[src/rtl/uart_tx_buffer.sv]
// Transmit holding FIFO between the CPU write port and the UART shift engine.
// Queues up to DEPTH characters and hands them out one at a time via DOIT/DONE.
module uart_tx_buffer #(
    parameter int unsigned DATA_W = 8,
    parameter int unsigned DEPTH  = 4
) (
    input  logic                         clk,
    input  logic                         reset,
    input  logic                         WRITE,
    input  logic [DATA_W-1:0]            OUT_PORT,
    input  logic                         DONE,
    input  logic                         CLR_OVR,
    output logic [DATA_W-1:0]            LOAD_DATA,
    output logic                         DOIT,
    output logic                         TXRDY,
    output logic                         TXEMPTY,
    output logic                         OVERRUN,
    output logic [$clog2(DEPTH):0]       COUNT
);

    localparam int unsigned CNT_W = $clog2(DEPTH) + 1;
    localparam int unsigned PTR_W = CNT_W - 1;

    logic [DATA_W-1:0] mem_q [DEPTH];

    logic [PTR_W-1:0]  rd_ptr_q, rd_ptr_d;
    logic [PTR_W-1:0]  wr_ptr_q, wr_ptr_d;
    logic [CNT_W-1:0]  count_q, count_d;
    logic [DATA_W-1:0] load_q, load_d;
    logic              doit_q, doit_d;
    logic              txrdy_q, txrdy_d;
    logic              txempty_q, txempty_d;
    logic              overrun_q, overrun_d;

    logic push, drop, pop;

    // Push/drop judged on the pre-edge count, so a same-cycle pop never rescues a full write.
    always_comb begin
        push      = WRITE && (count_q != CNT_W'(DEPTH));
        drop      = WRITE && (count_q == CNT_W'(DEPTH));
        pop       = !doit_q && (count_q != '0);

        rd_ptr_d  = rd_ptr_q;
        wr_ptr_d  = wr_ptr_q;
        load_d    = load_q;
        doit_d    = doit_q;
        overrun_d = overrun_q;

        if (push) begin
            wr_ptr_d = wr_ptr_q + PTR_W'(1);
        end

        // DONE only clears DOIT; the next pop waits a cycle to give the engine a low gap.
        if (pop) begin
            load_d   = mem_q[rd_ptr_q];
            rd_ptr_d = rd_ptr_q + PTR_W'(1);
            doit_d   = 1'b1;
        end else if (doit_q && DONE) begin
            doit_d   = 1'b0;
        end

        count_d   = count_q + CNT_W'(push) - CNT_W'(pop);

        if (drop) begin
            overrun_d = 1'b1;
        end else if (CLR_OVR) begin
            overrun_d = 1'b0;
        end

        txrdy_d   = (count_d != CNT_W'(DEPTH));
        txempty_d = (count_d == '0) && !doit_d;
    end

    always_ff @(posedge clk or posedge reset) begin
        if (reset) begin
            rd_ptr_q  <= '0;
            wr_ptr_q  <= '0;
            count_q   <= '0;
            load_q    <= '0;
            doit_q    <= 1'b0;
            txrdy_q   <= 1'b1;
            txempty_q <= 1'b1;
            overrun_q <= 1'b0;
        end else begin
            rd_ptr_q  <= rd_ptr_d;
            wr_ptr_q  <= wr_ptr_d;
            count_q   <= count_d;
            load_q    <= load_d;
            doit_q    <= doit_d;
            txrdy_q   <= txrdy_d;
            txempty_q <= txempty_d;
            overrun_q <= overrun_d;
        end
    end

    // Storage needs no reset; entries are only read after being written.
    always_ff @(posedge clk) begin
        if (push) begin
            mem_q[wr_ptr_q] <= OUT_PORT;
        end
    end

    assign LOAD_DATA = load_q;
    assign DOIT      = doit_q;
    assign TXRDY     = txrdy_q;
    assign TXEMPTY   = txempty_q;
    assign OVERRUN   = overrun_q;
    assign COUNT     = count_q;

endmodule

[config.mk]
export PLATFORM = sky130hd
export DESIGN_NAME = uart_tx_buffer
export DESIGN_NICKNAME = d
export VERILOG_FILES = /design/src/rtl/uart_tx_buffer.sv
export SDC_FILE = /design/constraint.sdc
export NUM_CORES = 1
export LEC_CHECK = 0
export ABC_AREA = 1
export ABC_CLOCK_PERIOD_IN_PS = 2500
export CORE_ASPECT_RATIO = 0.5
export CORE_MARGIN = 5
export CORE_UTILIZATION = 62
export CTS_CLUSTER_DIAMETER = 120
export DETAILED_ROUTE_END_ITERATION = 6
export DONT_BUFFER_PORTS = 1
export PLACE_DENSITY = 0.85
export SYNTH_ARGS = -nofsm -noshare
export SYNTH_HDL_FRONTEND = slang
export SYNTH_SLANG_ARGS = --single-unit
[constraint.sdc]
create_clock -name clk -period 2.5 [get_ports clk]
set_input_delay 0.5 -clock clk [delete_from_list [all_inputs] [get_ports clk]]
set_output_delay 0.5 -clock clk [all_outputs]
set_load 0.01 [all_outputs]
# [Word-level counts from Yosys, hierarchy flattened]
# Memories as Yosys holds them, arrays and structs flattened. A register that Yosys moved wholly into a read port is not among the register bits.
# Index checks and enable logic that the tools add are counted.
[totals] memories=1 ram_bits=32 rom_bits=0 ff_bits=11 input_bits=13 word_cells=31 latchBits=0
[classes] bitwise=0 n_mul=0 eq_ne=3 n_shift=0 order_cmp=0 div=0 reduce_logical=10 n_mux=6 addsub=4
[mem_list] name="mem_q" depth=4 word_bits=8 read_ports=1 rd_clocked_by_memory_dff=1 wr=1 line="24" rtl="logic [DATA_W-1:0] mem_q [DEPTH];"
[op_table] op="$mux 1" count=6
[op_table] op="$ne 3x3->1 const B" count=2
[op_table] op="$logic_and 1x1->1" count=5
[op_table] op="$add 2x1->2 const B" count=2
[op_table] op="$add 3x1->3" count=1
[op_table] op="$eq 3x3->1 const B" count=1
[op_table] op="$logic_not 3->1" count=1
[op_table] op="$reduce_bool 3->1" count=1
[op_table] op="$sub 3x1->3" count=1
[op_table] op="$logic_not 1->1" count=2
[op_table] op="$reduce_bool 2->1" count=1

# [Logic depth before layout (Yosys ltp)]
[depth] ltp_word=6 mapped_depth=11

# [Worst setup path after synthesis]
# OpenSTA, ideal clock, no wires.
[synth_path] path_kind="register to register" start="register count_q[1], in the netlist COUNT[1]" end="register txempty_q, in the netlist TXEMPTY" path_stages_with_launch=12 slack_ps=447 t_required_ps=2433 t_arrival_ps=1986 setup_time_ps=67 path_cell_list="dfrtp_1 -> nor2_4 -> nand2_2 -> nand2_4 -> inv_4 -> ha_1 -> inv_1 -> ha_1 -> fa_1 -> nor2_1 -> nand3_1 -> nor2_1"
[synth_between] elab_cells_between_ends=10
[synth_rtl] item="start, declared" line="28" rtl="logic [CNT_W-1:0] count_q, count_d;"
[synth_rtl] item="start signal, assigned" line="87" rtl="count_q <= count_d;"
[synth_rtl] item="$reduce_bool 3->1" line="41" rtl="pop = !doit_q && (count_q != '0);"
[synth_rtl] item="$logic_and 1x1->1" line="41"
[synth_rtl] item="named net pop" line="35" rtl="logic push, drop, pop;"
[synth_rtl] item="$sub 3x1->3" line="62" rtl="count_d = count_q + CNT_W'(push) - CNT_W'(pop);"
[synth_rtl] item="named net count_d[1]" line="28"
[synth_rtl] item="$logic_not 3->1" line="71" rtl="txempty_d = (count_d == '0) && !doit_d;"
[synth_rtl] item="$logic_and 1x1->1" line="71"
[synth_rtl] item="named net txempty_d" line="32" rtl="logic txempty_q, txempty_d;"
[synth_rtl] item="end signal, assigned" line="91" rtl="txempty_q <= txempty_d;"
[synth_rtl] item="end, declared" line="32"
# The timed path passes the listed nets, and every way through them passes these cells.
# A chain may end at the register's enable or synchronous reset.

# [Worst setup path after layout]
# Ends and elaborated chain as after synthesis.

==> flow_metrics.env <==
export IMPL_maxSlewViolCount=0
export IMPL_n_antenna_cell=0
export IMPL_dp_cells=272
export IMPL_overflow=0
export IMPL_rsz0062_at_grt="no"
export IMPL_dp_hpwl_um=2835
export IMPL_synth_avg_cell_area_um2=10.62
export IMPL_gp_congestion=0.8085
export IMPL_via_count=1384
export IMPL_clkLatencyLatePin_ns=0.30
export IMPL_relSlewSlack_pct=52.65
export IMPL_post_cts_resized=0
export IMPL_numCtsBuffers=5
export IMPL_p_leak_uw=0.001194
export IMPL_setup_violations=0
export IMPL_io_buffers=0
export IMPL_setup_tns_ns=0
export IMPL_track_usage_pct=17.15
export IMPL_antenna_left=0
export IMPL_vias_per_cell=4.943
export IMPL_route_detailed_drc=0
export IMPL_yosysTopAreaCell="edfxtp_1"
export IMPL_clockBufferDepth=2
export IMPL_netlist_top_cells_count="nand2_1 (66), inv_1 (44), edfxtp_1 (32)"
export IMPL_gr_usage_met2_pct=29.68
export IMPL_clkPwrFrac_pct=15.0
export IMPL_finalWirelength_um=3952
export IMPL_htreeDepth=2
export IMPL_p_seq_share_pct=48.3
export IMPL_crit_required_ns=2.73
export IMPL_top_usage_layer="met2"
export IMPL_status="complete, no violations"
export IMPL_finalHoldViolations=0
export IMPL_fmax_mhz=436.6
export IMPL_post_cts_buffers=0
export IMPL_hp_class="primary input to async pin"
export IMPL_post_drt_wl_per_cell_um=14.11
export IMPL_grt_pass1_vias=1387
export IMPL_synth_area_um2=2359
export IMPL_fin_skew_ns=0.01102
export IMPL_root_buffer="clkbuf_8"
export IMPL_grt_pass1_wl_um=6693
export IMPL_synth_top_area_share_pct=40.74
export IMPL_drtIter0Drc=148
export IMPL_async_flop_share_pct=37.25
export IMPL_die_x_um=97.23
export IMPL_drive_gt1_share_pct=17.90
export IMPL_crit_type="flop to flop"
export IMPL_fin_crit_ns=2.290
export IMPL_syn_inst=222
export IMPL_grt_use_met3_pct=5.951
export IMPL_cp_end_kind="flop"
export IMPL_antenna_found_initial=0
export IMPL_final_instance_count_excl_fill=280
export IMPL_rows=15
export IMPL_use_met1_pct=20.98
export IMPL_r2r_start="COUNT[1]"
export IMPL_core_um2=3547
export IMPL_worstPathArrival_ns=2.52
export IMPL_ys_ff_latch=51
export IMPL_synth_flop_cell="edfxtp_1"
export IMPL_combPwrFrac_pct=36.7
export IMPL_fill_cells=248
export IMPL_cap_violations=0
export IMPL_chipHeight_um=53.61
export IMPL_die_area_um2=5212
export IMPL_syn2layout_area_growth_pct=5.411
export IMPL_switching_power_uw=1216
export IMPL_fin_nets=248
export IMPL_p_per_area_nw_per_um2=1206
export IMPL_cp_endpoint="TXEMPTY"
export IMPL_cts_hold_buf=0
export IMPL_crit_path_start_kind="flop"
export IMPL_start_util_pct=66.49
export IMPL_synth_cell_type_count=26
export IMPL_fin_crit_sh_pct=91.61
export IMPL_regToRegEndpoint="TXEMPTY"
export IMPL_numClockSinks=51
export IMPL_io_pins=28
export IMPL_synthMostInstantiatedCell="nand2_1"
export IMPL_first_pass_iters=4
export IMPL_synth_net_count=242
export IMPL_worstMarginPinSlew_ns=0.7094
export IMPL_clk_pin_slew_ns=0.09
export IMPL_ff2ff_path_depth=11
export IMPL_yosys_warnings=0
export IMPL_internal_power_uw=1781
export IMPL_yosys_top_cells_area="edfxtp_1 (41%), dfrtp_1 (18%), nand2_1 (11%)"
export IMPL_cp_max_fo=14
export IMPL_peakVddDrop_uv=782.2
export IMPL_r2r_slack_ns=0.21
export IMPL_synth_edff_count=32
export IMPL_crit_start="COUNT[1]"
export IMPL_swShare_pct=40.57
export IMPL_cts_tree="yes"
export IMPL_yosysSeqAreaShare_pct=61.01
export IMPL_grt_max_degree=20
layout by cell type (no fill, tap or decap), drive strengths merged:
cell type  count
nor2           7
dfstp          2
inv           47
nand3         19
xor2           2
nand3b         1
bufinv         1
edfxtp        32
o21ai          2
buf            4
or2            1
xnor2          1
clkbuf         6
nand2         78
clkinvlp       1
fa             1
dfrtp         17
ha             6
clkinv         1
metrics by stage:
step / power, uW / hold slack (ns) / cell area, um2 / worst slack, ns / util, %
floorplan: 2356 / 0.4497 / 2359 / 0.4468 / -
global placement: 2486 / 0.5143 / 2391 / 0.2723 / 67.41
detailed placement: 2553 / 0.5186 / 2391 / 0.1677 / 67.41
CTS: 3005 / 0.2284 / 2476 / 0.1392 / 69.81
global route: 3258 / 0.2424 / 2486 / 0.03621 / 70.09
finish: 2997 / 0.1961 / 2486 / 0.2098 / 70.09
routing by layer:
| metal | up-vias | wire, um |
|---|---|---|
| met5 | - | 0 |
| met4 | 0 | 31 |
| met3 | 4 | 255 |
| met2 | 36 | 1970 |
| met1 | 653 | 1694 |
| li1 | 691 | - |
critical path, stage by stage, from the launching register on:
cell and delay [ns]:
dfrtp_2 0.48, nor2_4 0.16, nand2_2 0.11, nand2_8 0.12, inv_4 0.07, ha_1 0.27, inv_1 0.04, ha_1 0.18
fa_1 0.47, nor2_1 0.16, nand3_1 0.09, nor2_1 0.09
power groups by stage:
stage                     logic, uW  registers, uW  clock network (uW)
after CTS                      1100           1450                 460
after global placement         1030           1450                   0
after floorplan                1010           1340                   0
after global routing           1270           1490                 506
after detailed placement       1080           1470                   0
final                          1100           1450                 450
state kept, by name, summed over array words and instances, names as in the netlist:
name       flops
TXRDY          1
mem_q         32
LOAD_DATA      8
rd_ptr_q       2
OVERRUN        1
DOIT           1
TXEMPTY        1
wr_ptr_q       2
COUNT          3
cells by family after synthesis:
group / Yosys count / synth area share (%)
AO/OA/AOI/OAI: 2 / 0.4240
XOR/XNOR: 3 / 1.114
adder cells (fa/ha/maj): 7 / 4.032
buffers and inverters: 53 / 11.14
flip-flops: 51 / 61.01
AND/OR/NAND/NOR: 106 / 22.28
worst min-delay path by stage:
| stage | startpoint | to | slack, ns | cells after the start |
|---|---|---|---|---|
| finish | reset | LOAD_DATA[3] | 0.20 | 1 |
| global route | reset | LOAD_DATA[1] | 0.24 | 1 |
| CTS | reset | rd_ptr_q[1] | 0.23 | 1 |
| detailed placement | wr_ptr_q[1] | wr_ptr_q[1] | 0.52 | 2 |
| global placement | wr_ptr_q[1] | wr_ptr_q[1] | 0.51 | 2 |
| floorplan | reset | COUNT[0] | 0.45 | 1 |
cell type report:
| cell class | count | area [um2] | share of cell area (%) |
|---|---|---|---|
| Clock inverter | 2 | 12.51 | 0.5033 |
| Multi-Input combinational cell | 118 | 665.6 | 26.77 |
| Clock buffer | 6 | 72.57 | 2.919 |
| Sequential cell | 51 | 1440 | 57.93 |
| Inverter | 48 | 201.4 | 8.103 |
| Tap cell | 51 | 63.81 | 2.567 |
| Timing Repair Buffer | 4 | 30.03 | 1.208 |
Note: power is estimated with default switching activity, not from simulation.
